==> config.mk <==
export PLATFORM = sky130hd
export DESIGN_NAME = board_keeper
export DESIGN_NICKNAME = d
export VERILOG_FILES = /design/src/rtl/board_keeper.sv
export SDC_FILE = /design/constraint.sdc
export NUM_CORES = 1
export LEC_CHECK = 0
export BUFFER_PORTS_ARGS = -buffer_cell sky130_fd_sc_hd__buf_2
export CORE_AREA = 2 2 275 277
export CTS_CLUSTER_DIAMETER = 100
export DETAILED_ROUTE_END_ITERATION = 7
export DIE_AREA = 0 0 277 279
export PLACE_DENSITY_LB_ADDON = 0.1
export SYNTH_ARGS = -nofsm -noshare
export SYNTH_HDL_FRONTEND = slang
export SYNTH_SLANG_ARGS = --single-unit
==> constraint.sdc <==
create_clock -name clk -period 39.8 [get_ports clk]
set_clock_uncertainty 0.05 [all_clocks]
set_input_delay 1.99 -clock clk [delete_from_list [all_inputs] [get_ports clk]]
set_output_delay 1.99 -clock clk [all_outputs]
set_load 0.02 [all_outputs]
==> src/rtl/board_keeper.sv <==
// Gomoku board keeper: owns the black/white stone planes, commits handshaked
// moves, drives the external win checker and tracks turn/winner/game-over.
module board_keeper #(
  parameter int unsigned BOARD_N      = 15,
  parameter bit          FIRST_PLAYER = 1'b0
) (
  input  logic                         clk,
  input  logic                         rst,
  input  logic                         new_game,
  input  logic                         move_valid,
  input  logic [3:0]                   move_row,
  input  logic [3:0]                   move_col,
  output logic                         move_ready,
  output logic                         move_ack,
  output logic                         move_err,
  output logic [3:0]                   chk_row,
  output logic [3:0]                   chk_col,
  output logic [BOARD_N*BOARD_N-1:0]   chk_board,
  input  logic                         win_check,
  output logic [BOARD_N*BOARD_N-1:0]   black_board,
  output logic [BOARD_N*BOARD_N-1:0]   white_board,
  output logic                         turn,
  output logic                         game_over,
  output logic [1:0]                   winner,
  output logic [7:0]                   move_count
);

  localparam int unsigned CELLS = BOARD_N * BOARD_N;

  typedef enum logic [1:0] {
    IDLE  = 2'd0,
    CHECK = 2'd1,
    OVER  = 2'd2
  } state_t;

  state_t             state_q, state_d;
  logic [CELLS-1:0]   black_q, black_d;
  logic [CELLS-1:0]   white_q, white_d;
  logic [3:0]         row_q, row_d;
  logic [3:0]         col_q, col_d;
  logic               mover_q, mover_d;
  logic               turn_q, turn_d;
  logic               over_q, over_d;
  logic [1:0]         winner_q, winner_d;
  logic [7:0]         count_q, count_d;
  logic               ack_q, ack_d;
  logic               err_q, err_d;
  logic               ready_q, ready_d;

  logic               in_range;
  logic [7:0]         cell_idx;
  logic [CELLS-1:0]   cell_oh;
  logic               occupied;

  // Index is forced to 0 for off-board requests so the plane lookup never
  // selects beyond the plane; such requests are rejected regardless.
  always_comb begin
    in_range = (32'(move_row) < BOARD_N) && (32'(move_col) < BOARD_N);
    cell_idx = in_range ? 8'(32'(move_row) * BOARD_N + 32'(move_col)) : '0;
    cell_oh  = {{(CELLS-1){1'b0}}, 1'b1} << cell_idx;
    occupied = in_range && (black_q[cell_idx] || white_q[cell_idx]);
  end

  always_comb begin
    state_d  = state_q;
    black_d  = black_q;
    white_d  = white_q;
    row_d    = row_q;
    col_d    = col_q;
    mover_d  = mover_q;
    turn_d   = turn_q;
    over_d   = over_q;
    winner_d = winner_q;
    count_d  = count_q;
    ack_d    = 1'b0;
    err_d    = 1'b0;

    unique case (state_q)
      IDLE: begin
        if (move_valid) begin
          if (!in_range || occupied) begin
            err_d = 1'b1;
          end else begin
            if (turn_q) white_d = white_q | cell_oh;
            else        black_d = black_q | cell_oh;
            row_d   = move_row;
            col_d   = move_col;
            mover_d = turn_q;
            count_d = count_q + 8'd1;
            ack_d   = 1'b1;
            state_d = CHECK;
          end
        end
      end
      CHECK: begin
        if (win_check) begin
          winner_d = mover_q ? 2'b10 : 2'b01;
          over_d   = 1'b1;
          state_d  = OVER;
        end else if (count_q == 8'(CELLS)) begin
          winner_d = 2'b11;
          over_d   = 1'b1;
          state_d  = OVER;
        end else begin
          turn_d  = ~turn_q;
          state_d = IDLE;
        end
      end
      OVER: begin
        state_d = OVER;
      end
      default: begin
        state_d = IDLE;
      end
    endcase

    ready_d = (state_d == IDLE);

    if (new_game) begin
      state_d  = IDLE;
      black_d  = '0;
      white_d  = '0;
      row_d    = '0;
      col_d    = '0;
      mover_d  = 1'b0;
      turn_d   = FIRST_PLAYER;
      over_d   = 1'b0;
      winner_d = '0;
      count_d  = '0;
      ack_d    = 1'b0;
      err_d    = 1'b0;
      ready_d  = 1'b1;
    end
  end

  always_ff @(posedge clk or posedge rst) begin
    if (rst) begin
      state_q  <= IDLE;
      black_q  <= '0;
      white_q  <= '0;
      row_q    <= '0;
      col_q    <= '0;
      mover_q  <= 1'b0;
      turn_q   <= FIRST_PLAYER;
      over_q   <= 1'b0;
      winner_q <= '0;
      count_q  <= '0;
      ack_q    <= 1'b0;
      err_q    <= 1'b0;
      ready_q  <= 1'b1;
    end else begin
      state_q  <= state_d;
      black_q  <= black_d;
      white_q  <= white_d;
      row_q    <= row_d;
      col_q    <= col_d;
      mover_q  <= mover_d;
      turn_q   <= turn_d;
      over_q   <= over_d;
      winner_q <= winner_d;
      count_q  <= count_d;
      ack_q    <= ack_d;
      err_q    <= err_d;
      ready_q  <= ready_d;
    end
  end

  assign chk_board   = mover_q ? white_q : black_q;
  assign black_board = black_q;
  assign white_board = white_q;
  assign chk_row     = row_q;
  assign chk_col     = col_q;
  assign turn        = turn_q;
  assign game_over   = over_q;
  assign winner      = winner_q;
  assign move_count  = count_q;
  assign move_ack    = ack_q;
  assign move_err    = err_q;
  assign move_ready  = ready_q;

endmodule

==> out/qor.yml <==
status: "finished clean"
io_pins: 711
drc: 0
floorplan.rows: 100
clkTransAtPathRegs_ns: 0.06
netlist.area_leader.share_pct: 48.2
relSlewSlack_pct: 14.4
ys_seq_area_share_pct: 48.3
design_area_um2: 30700
grt_usage_pct: 37.7
grt_max_degree: 142
port_buffers: 710
setup_viol: 0
setup.worst_path.class: "in -> reg"
rr_endpoint: "mover_q"
cpPeakStageDelay_ns: 0.93
cts_resized: 0
pre_cts_slack_ns: 31.19
yosysMostFrequentCell: "dfrtp_1"
setup_tns_ns: 0
fmax_mhz: 122
drt_iter0_drc: 3227
synth_area_um2: 24700
gr-total-overflow: 0
cts_sinks: 476
synth_top_cells_by_area: "dfrtp_1 48%, o22ai_1 5.9%, o21ai_0 5.8%"
hold_end: "winner[0]"
fp.coreArea_um2: 74100
slowest_stage: "nor4_2"
ys_ff_latch: 476
vias: 26600
synth_edf_count: 0
power.leakage_nw: 14.5
initial_core_util_pct: 33.3
ys_async_sr_fraction_pct: 100
postCtsSetupBuffers: 0
ys_top_cells_by_count: "475 x dfrtp_1, 377 x nand2_1, 292 x inv_1, 286 x o21ai_0, 234 x o22ai_1"
fin_crit_sh_pct: 20.6
hpwlAfterDp_mm: 111
synth_cell_types: 85
hold_depth: 2
hold_violations: 0
wire_per_inst_um: 34.8
yosys_warnings: 0
grt_pass1_wl_mm: 207
start_kind: "input pin"
reg2reg_from: "white_board[126]"
required_ns: 40.20
drt_pre_antenna_iters: 8
vias_per_cell: 6.15
drtAntennaViolNets: 0
grt_pass1_vias: 25600
drv_cap: 0
min_path_type: "reg -> reg"
fin_ws_ns: 31.62
syn-num-nets: 2758
crit_buf_inv: 3
clk_latency_ns: 0.63
reg2reg_depth: 10
fin_nets: 3344
routed_wl_mm: 150
die_y_um: 279
root_buffer: "clkbuf_16"
regToRegSetupSlack_ns: 35.40
drive_gt1_share_pct: 27.4
htreeDepth: 2
cts_tree: "built"
worstPathCellList: "buf_2, fa_1, fa_1, inv_1, fa_1, inv_1, ha_1, xor2_1, nor3_2, nor4_2, o211ai_1, o2111ai_4, o21a_1, a21o_1, o32ai_1"
avgSynthCellArea_um2: 9.07
die_w_um: 277
synth_top_cell_by_area: "dfrtp_1"
antenna_found_initial: 9
syn_inst: 2718
critPathMaxFanout: 41
dpl_cell_area_um2: 28900
rsz0062_at_grt: "no"
area_growth_pct: 24.7
crit_family: "compound AO/OA/AOI/OAI gates"
ir_drop_uv: 40.0
slew_viol_final: 0
end_kind: "register"
tightest_slew_ns: 1.27
power.density_nw_per_um2: 50.5
cts_made_buffers: 55
crit_top_cell: "fa_1"
min_from: "winner[0]"
cts_buffer_depth: 3
synthFlopType: "dfrtp_1"
cp.arrival_ns: 8.59
gp_congestion: 0.948
layout_min_cycle_time_ns: 8.18
die-area_um2: 77300
cts-hold-fix-buffers: 0
[report_power, final]
group	switching (mW)	internal (mW)
clock	0.217	0.297
combinational	0.420	0.114
sequential	0.0104	0.493
total	0.648	0.904
[worst min-delay path, stage by stage, from the launching register on]
cell and delay [ns]:
dfrtp_1 0.34, a21oi_1 0.06, nor2_1 0.08
[cells in the final DEF (no fill, tap or decap), types with 36 or more instances in the layout]
master	instances
dfrtp_1	474
o32ai_1	45
a21oi_1	36
o22ai_1	234
o2bb2ai_1	112
clkbuf_16	55
buf_2	709
a22o_1	66
buf_4	44
inv_1	291
nand2_1	375
nor3_1	62
nor2_1	136
o21ai_0	286
[area by class of cell]
type | count | area (um^2)
Inverter | 293 | 1110
Clock buffer | 83 | 1610
Fill cell | 7597 | 43300
Tap cell | 969 | 1210
Sequential cell | 476 | 11900
Timing Repair Buffer | 755 | 3910
Multi-Input combinational cell | 1723 | 10800
Clock inverter | 17 | 171
Antenna cell | 7 | 17.5
[per-layer routing]
layer | global-route usage [%] | routed length (um) | up-vias
li1 | - | - | 10900
met1 | 48.6 | 59300 | 13600
met2 | 59.5 | 69200 | 1671
met3 | 9.74 | 14500 | 367
met4 | 16.9 | 7390 | 8
met5 | 0 | 46 | -
[flip-flops by register name, summed over array words and instances (netlist names)]
signal       flops
black_board    225
chk_col          4
chk_row          4
game_over        1
move_ack         1
move_count       8
move_err         1
move_ready       1
mover_q          1
state_q          2
turn             1
white_board    225
winner           2
[how the worst max path moves through the flow]
stage | from | end | slack [ns] | cells after the start
floorplan | rst | black_board[0] | 24.48 | 1
global placement | move_row[2] | white_board[48] | 31.34 | 15
detailed placement | move_row[2] | white_board[40] | 31.19 | 15
CTS | move_row[2] | white_board[42] | 31.79 | 15
global route | move_row[2] | white_board[19] | 31.53 | 14
finish | move_row[2] | white_board[42] | 31.62 | 15
[logic make-up (layout without fill, tap and decap cells)]
kind of cell,count (synthesis),count (layout),share of synthesized area (%)
flip-flops,476,476,48.3
buffers and inverters,519,1148,8.39
adder cells (fa/ha/maj),27,27,1.58
other,0,7,0
XOR/XNOR,8,8,0.284
multiplexers,55,55,3.56
AO/OA/AOI/OAI,932,932,25.6
AND/OR/NAND/NOR,701,701,12.3
[per-stage QoR]
step / hold slack (ns) / std cells / util (%) / power (mW)
after floorplan: 0.508 / 2718 / - / 0.835
after global placement: 0.453 / 4216 / 39.1 / 1.02
after detailed placement: 0.458 / 4216 / 39.1 / 1.03
after CTS: 0.473 / 4316 / 41.5 / 1.53
after global routing: 0.517 / 4316 / 41.5 / 1.59
final: 0.465 / 4323 / 41.5 / 1.55
Power figures use the tool's default switching activity.
